File: src/rtl/mmio_timer_io.sv
// mmio_timer_io: MMIO responder with LED register, synchronised switches,
// a down-counting timer with sticky expiry/IRQ, and a switch-0 rising-edge counter.
module mmio_timer_io #(
  parameter logic [31:0] BASE_ADDR = 32'h0000_FF00,
  parameter int LED_W = 8,
  parameter int SW_W = 8
) (
  input  logic             CLK,
  input  logic             RESET,
  input  logic [31:0]      A,
  input  logic             WE,
  input  logic [31:0]      WD,
  output logic [31:0]      RD,
  output logic             SEL,
  input  logic [SW_W-1:0]  SWITCH,
  output logic [LED_W-1:0] LED,
  output logic             IRQ
);
  logic [LED_W-1:0] led_q, led_d;
  logic [SW_W-1:0] sw1_q, sw1_d, sw2_q, sw2_d;
  logic prev_q, prev_d;
  logic [31:0] load_q, load_d, count_q, count_d, edges_q, edges_d;
  logic [2:0] ctrl_q, ctrl_d;
  logic expired_q, expired_d;
  logic [5:0] off;
  logic wr, expire, unused_a;
  assign off = A[7:2];
  assign unused_a = ^A[1:0];
  assign SEL = A[31:8] == BASE_ADDR[31:8];
  assign wr = WE & SEL;
  always_comb begin
    led_d = (wr && off == 6'd0) ? WD[LED_W-1:0] : led_q;
    load_d = (wr && off == 6'd2) ? WD : load_q;
    sw1_d = SWITCH;
    sw2_d = sw1_q;
    prev_d = sw2_q[0];
    count_d = count_q;
    ctrl_d = ctrl_q;
    expire = 1'b0;
    if (wr && off == 6'd2) count_d = WD;
    else if (ctrl_q[0] && count_q > 32'd1) count_d = count_q - 32'd1;
    else if (ctrl_q[0] && count_q == 32'd1) begin
      expire = 1'b1;
      count_d = ctrl_q[1] ? load_q : 32'd0;
      ctrl_d[0] = ctrl_q[1];
    end
    if (wr && off == 6'd4) ctrl_d = WD[2:0];
    // a coincident expiry beats a software clear of the sticky flag
    expired_d = expire | (expired_q & ~(wr && off == 6'd5 && WD[0]));
    edges_d = (wr && off == 6'd6) ? 32'd0 : (sw2_q[0] && !prev_q) ? edges_q + 32'd1 : edges_q;
  end
  always_ff @(posedge CLK or negedge RESET) begin
    if (!RESET) begin
      led_q <= '0;
      sw1_q <= '0;
      sw2_q <= '0;
      prev_q <= 1'b0;
      load_q <= '0;
      count_q <= '0;
      ctrl_q <= '0;
      expired_q <= 1'b0;
      edges_q <= '0;
    end else begin
      led_q <= led_d;
      sw1_q <= sw1_d;
      sw2_q <= sw2_d;
      prev_q <= prev_d;
      load_q <= load_d;
      count_q <= count_d;
      ctrl_q <= ctrl_d;
      expired_q <= expired_d;
      edges_q <= edges_d;
    end
  end
  assign RD = !SEL ? 32'd0 :
              off == 6'd0 ? 32'(led_q) :
              off == 6'd1 ? 32'(sw2_q) :
              off == 6'd2 ? load_q :
              off == 6'd3 ? count_q :
              off == 6'd4 ? {29'd0, ctrl_q} :
              off == 6'd5 ? {31'd0, expired_q} :
              off == 6'd6 ? edges_q : 32'd0;
  assign LED = led_q;
  assign IRQ = expired_q & ctrl_q[2];
endmodule

File: config.mk
export PLATFORM = sky130hd
export DESIGN_NAME = mmio_timer_io
export DESIGN_NICKNAME = d
export VERILOG_FILES = /design/src/rtl/mmio_timer_io.sv
export SDC_FILE = /design/constraint.sdc
export NUM_CORES = 1
export LEC_CHECK = 0
export ABC_AREA = 1
export ABC_CLOCK_PERIOD_IN_PS = 2050
export CAP_MARGIN = 20
export CORE_MARGIN = 3
export CORE_UTILIZATION = 30
export CTS_CLUSTER_DIAMETER = 50
export CTS_CLUSTER_SIZE = 20
export DETAILED_ROUTE_END_ITERATION = 8
export HOLD_SLACK_MARGIN = 0.06
export PLACE_DENSITY = 0.59
export SYNTH_ARGS = -nofsm -noshare
export SYNTH_HDL_FRONTEND = slang
export SYNTH_SLANG_ARGS = --single-unit
export TNS_END_PERCENT = 100
File: constraint.sdc
create_clock -name CLK -period 2.05 [get_ports CLK]
set_input_delay 0.3075 -clock CLK [delete_from_list [all_inputs] [get_ports CLK]]
set_output_delay 0.3075 -clock CLK [all_outputs]
set_load 0.01 [all_outputs]
==> Implementation_results.wiki <==
{| class="wikitable"
! Metric !! Value
|-
| Critical path cell sequence || clkdlybuf4s15_2, nand4_1, clkinv_2, buf_4, buf_12, a221oi_4, nor2_1, buf_2
|-
| Internal cell power || 4.57 mW
|-
| Cell Pwr Density || 513 nW/um2
|-
| Critical Path AT || 1.68 ns
|-
| Sequential cell area fraction in the yosys report || 37.9%
|-
| Die width || 172 um
|-
| Via density || 4.90
|-
| Antenna diode count || 0
|-
| Total number of vias || 8,980
|-
| Comb power frac || 8.6%
|-
| First-iteration detailed-routing DRC count || 624
|-
| Drc violations || 0
|-
| Clock slew at the register clock pins of the worst setup and hold paths || 0.06 ns
|-
| Overall power after layout || 6.16 mW
|-
| ANT nets after route || 0
|-
| Max Cap Viol || 0
|-
| Leading cell type by number of instances after synthesis || nand2_1
|-
| Slowest stage cell on the critical path || a221oi_4
|-
| Wire length reported by the detailed router || 29,800 um
|-
| Share of final-layout standard cells stronger than drive strength 1 || 26.4%
|-
| Startpoint types || input pin
|-
| Post-Synthesis Mean Instance Area || 6.78 um2
|-
| Total congestion overflow || 0
|-
| Clock tree root buffer cell || clkbuf_16
|-
| Synth-to-layout area growth || 45.4%
|-
| Half-perimeter wire length after placement || 22,700 um
|-
| Final setup vio count || 0
|-
| Buffers added on ports || 114
|-
| Worst IR Drop VDD || 0.387 mV
|-
| CP Buf/Inv Count || 5
|-
| Cell area after synthesis || 8250 um2
|-
| Insertion delay to the later sink of the worst-skew pair || 0.43 ns
|-
| Clock H-tree levels || 4
|-
| Pin slew with the least headroom to its limit || 0.435 ns
|-
| Total of flip-flops plus latches after synthesis || 125
|-
| Largest area contributor in the netlist || dfrtp_1
|-
| Status || finished, final reports clean
|-
| Setup repair after global routing missed its margin || true
|-
| Relative slew slack || 70.9%
|-
| Fin nets || 1,555
|-
| Fraction of power consumed by the clock network || 49.7%
|-
| Total I/O pin count || 117
|-
| Number of warnings printed during yosys synthesis || 0
|-
| Final max-slew violation count || 0
|-
| Async S/R FF share, synth || 100%
|-
| GRT Overall Usage || 20.6%
|-
| EDFF count, synth || 0
|-
| Number of distinct library cells after synthesis || 43
|-
| Worst r2r src || count_q[0]$_DFFE_PN0P_
|-
| Number of nets in the synthesized netlist || 1,294
|-
| Critical path class || in2out
|-
| Maximum frequency from static timing analysis || 503 MHz
|-
| Cells taking the most area after synthesis || dfrtp_1 (38%), nand2_1 (19%), nor2_1 (6.9%), inv_1 (6.0%), nand3_1 (5.2%)
|-
| Filler cells || 2,678
|-
| Worst setup path startpoint || A[3]
|-
| Required time of the critical path || 1.74 ns
|-
| Standard-cell rows || 60
|-
| Global placer's final weighted congestion || 0.964
|-
| Global-route wire length before repair || 47,500 um
|-
| Via count of the first global-routing pass || 8,876
|-
| Main synth FF type || dfrtp_1
|-
| Final critical delay including setup and external delays || 1.99 ns
|-
| CTS Buffer Depth || 2
|-
| Effective utilization at floorplan || 30.6%
|-
| Skew final || 0.00976 ns
|-
| Final Hold Fails || 0
|-
| Average detailed-routed wire length per instance || 16.3 um
|-
| Post-route fraction of the period consumed by the critical path || 97.1%
|-
| Launch point of the worst hold path || SWITCH[5]
|-
| Die Y || 172 um
|-
| CP peak stage delay || 0.28 ns
|-
| Classification of the worst-slack hold path || in2reg
|-
| Top cells by instance count after synthesis || nand2_1 (407), nor2_1 (151), inv_1 (131)
|-
| Share of power burned in registers || 41.7%
|-
| Largest driver fanout on the critical path || 13
|-
| Synth Instances || 1,216
|-
| Switching portion of total power || 25.8%
|-
| Antenna violations before repair || 0
|-
| Worst-case hold slack || 0.315 ns
|-
| Leakage power total || 6.06 nW
|-
| Core footprint || 27,000 um2
|-
| Largest delay contributor family on the critical path || buffers and inverters
|-
| Total clock buffers created by CTS || 17
|-
| Clk sinks || 125
|-
| Maximum number of pins on one net before global-route repair || 43
|-
| Top cell type's share of synthesized area || 37.9%
|-
| Die footprint || 29,500 um2
|-
| Net switching power figure || 1.59 mW
|-
| TritonCTS clock tree || yes
|-
| TritonRoute pass-1 iters || 5
|-
| Endpoint kind of the worst setup timing path || output pin
|}
[layout by cell type (no fill, tap or decap), types with 37 or more instances in the layout]
cell type,n
nand4_1,37
buf_2,53
o21ai_0,52
dfrtp_1,123
nand3_1,83
inv_1,121
buf_4,136
nand2_1,404
nor2_1,135
clkdlybuf4s50_1,50
[metal layers]
metal	GRT usage, %	wire length (um)	share of wire, %
met1	27.4	13400	45
met2	33.8	14200	48
met3	3.36	1380	4.6
met4	7.32	823	2.8
met5	0	0	0
[power by group through the flow]
stage | clock network [mW] | logic (mW) | registers [mW]
floorplan | 0 | 0.153 | 2.61
global placement | 0 | 0.485 | 2.61
detailed placement | 0 | 0.496 | 2.61
global route | 3.21 | 0.580 | 2.57
CTS | 3.10 | 0.516 | 2.57
finish | 3.06 | 0.531 | 2.57
[what timing repair did]
action                                 CTS  global route
hold buffers                             1             0
endpoints found under the hold margin   23             0
gates resized for setup                337            58
buffers inserted                        21            14
cloned                                   2             0
setup endpoints to repair               71            67
pin swaps                               34            32
[through the flow]
stage	setup slack (ns)	utilization [%]	std cells	instance area [um2]	TNS, ns
after floorplan	0.201	-	1216	8250	0
after global placement	-0.922	40.0	1765	10800	-58.16
after detailed placement	-0.904	40.0	1765	10800	-61.12
after CTS	0.000389	43.8	1821	11800	0
after global routing	-0.0577	44.5	1831	12000	-0.193
final	0.0600	44.5	1831	12000	0
[flip-flops by register name (all words and copies together) (netlist names)]
signal / flops
count_q: 32
edges_q: 32
load_q: 32
LED: 8
sw1_q: 8
sw2_q: 8
ctrl_q: 3
expired_q: 1
prev_q: 1
[cell families (layout without fill, tap and decap cells)]
logic type      Yosys count  in the layout  share of synthesized area (%)
compound gates          137            137                           10.2
xor+xnor                 18             18                           1.91
fa+ha+maj                 3              3                          0.455
buf+inv                 174            447                           8.45
flops                   125            125                           37.9
mux                       5              5                          0.683
simple gates            754            755                           40.4
[path summary, 6_finish.rpt]
kind                            depth (start not counted)                      end  slack (ns)
worst max-delay path                                    8                   RD[17]        0.06
worst min-delay path                                    1       sw1_q[5]$_DFF_PN0_        0.31
worst max register to register                         13  count_q[16]$_DFFE_PN0P_        0.11
worst min register to register                          0       sw2_q[5]$_DFF_PN0_        0.35
max in group asynchronous                               3  edges_q[26]$_DFFE_PN0P_        1.07
min in group asynchronous                               2       LED[0]$_DFFE_PN0P_        0.38
[final cells by class]
| class | instances | area (um2) | area share [%] |
|---|---|---|---|
| clock buffers | 17 | 425 | 3.55 |
| clock inverters | 15 | 165 | 1.38 |
| inverters | 138 | 537 | 4.48 |
| multi-input cells | 918 | 4970 | 41.4 |
| flip-flops and latches | 125 | 3130 | 26.1 |
| well taps | 341 | 427 | 3.56 |
| repair buffers | 277 | 2340 | 19.5 |
Note: power is estimated with default switching activity, not from simulation.
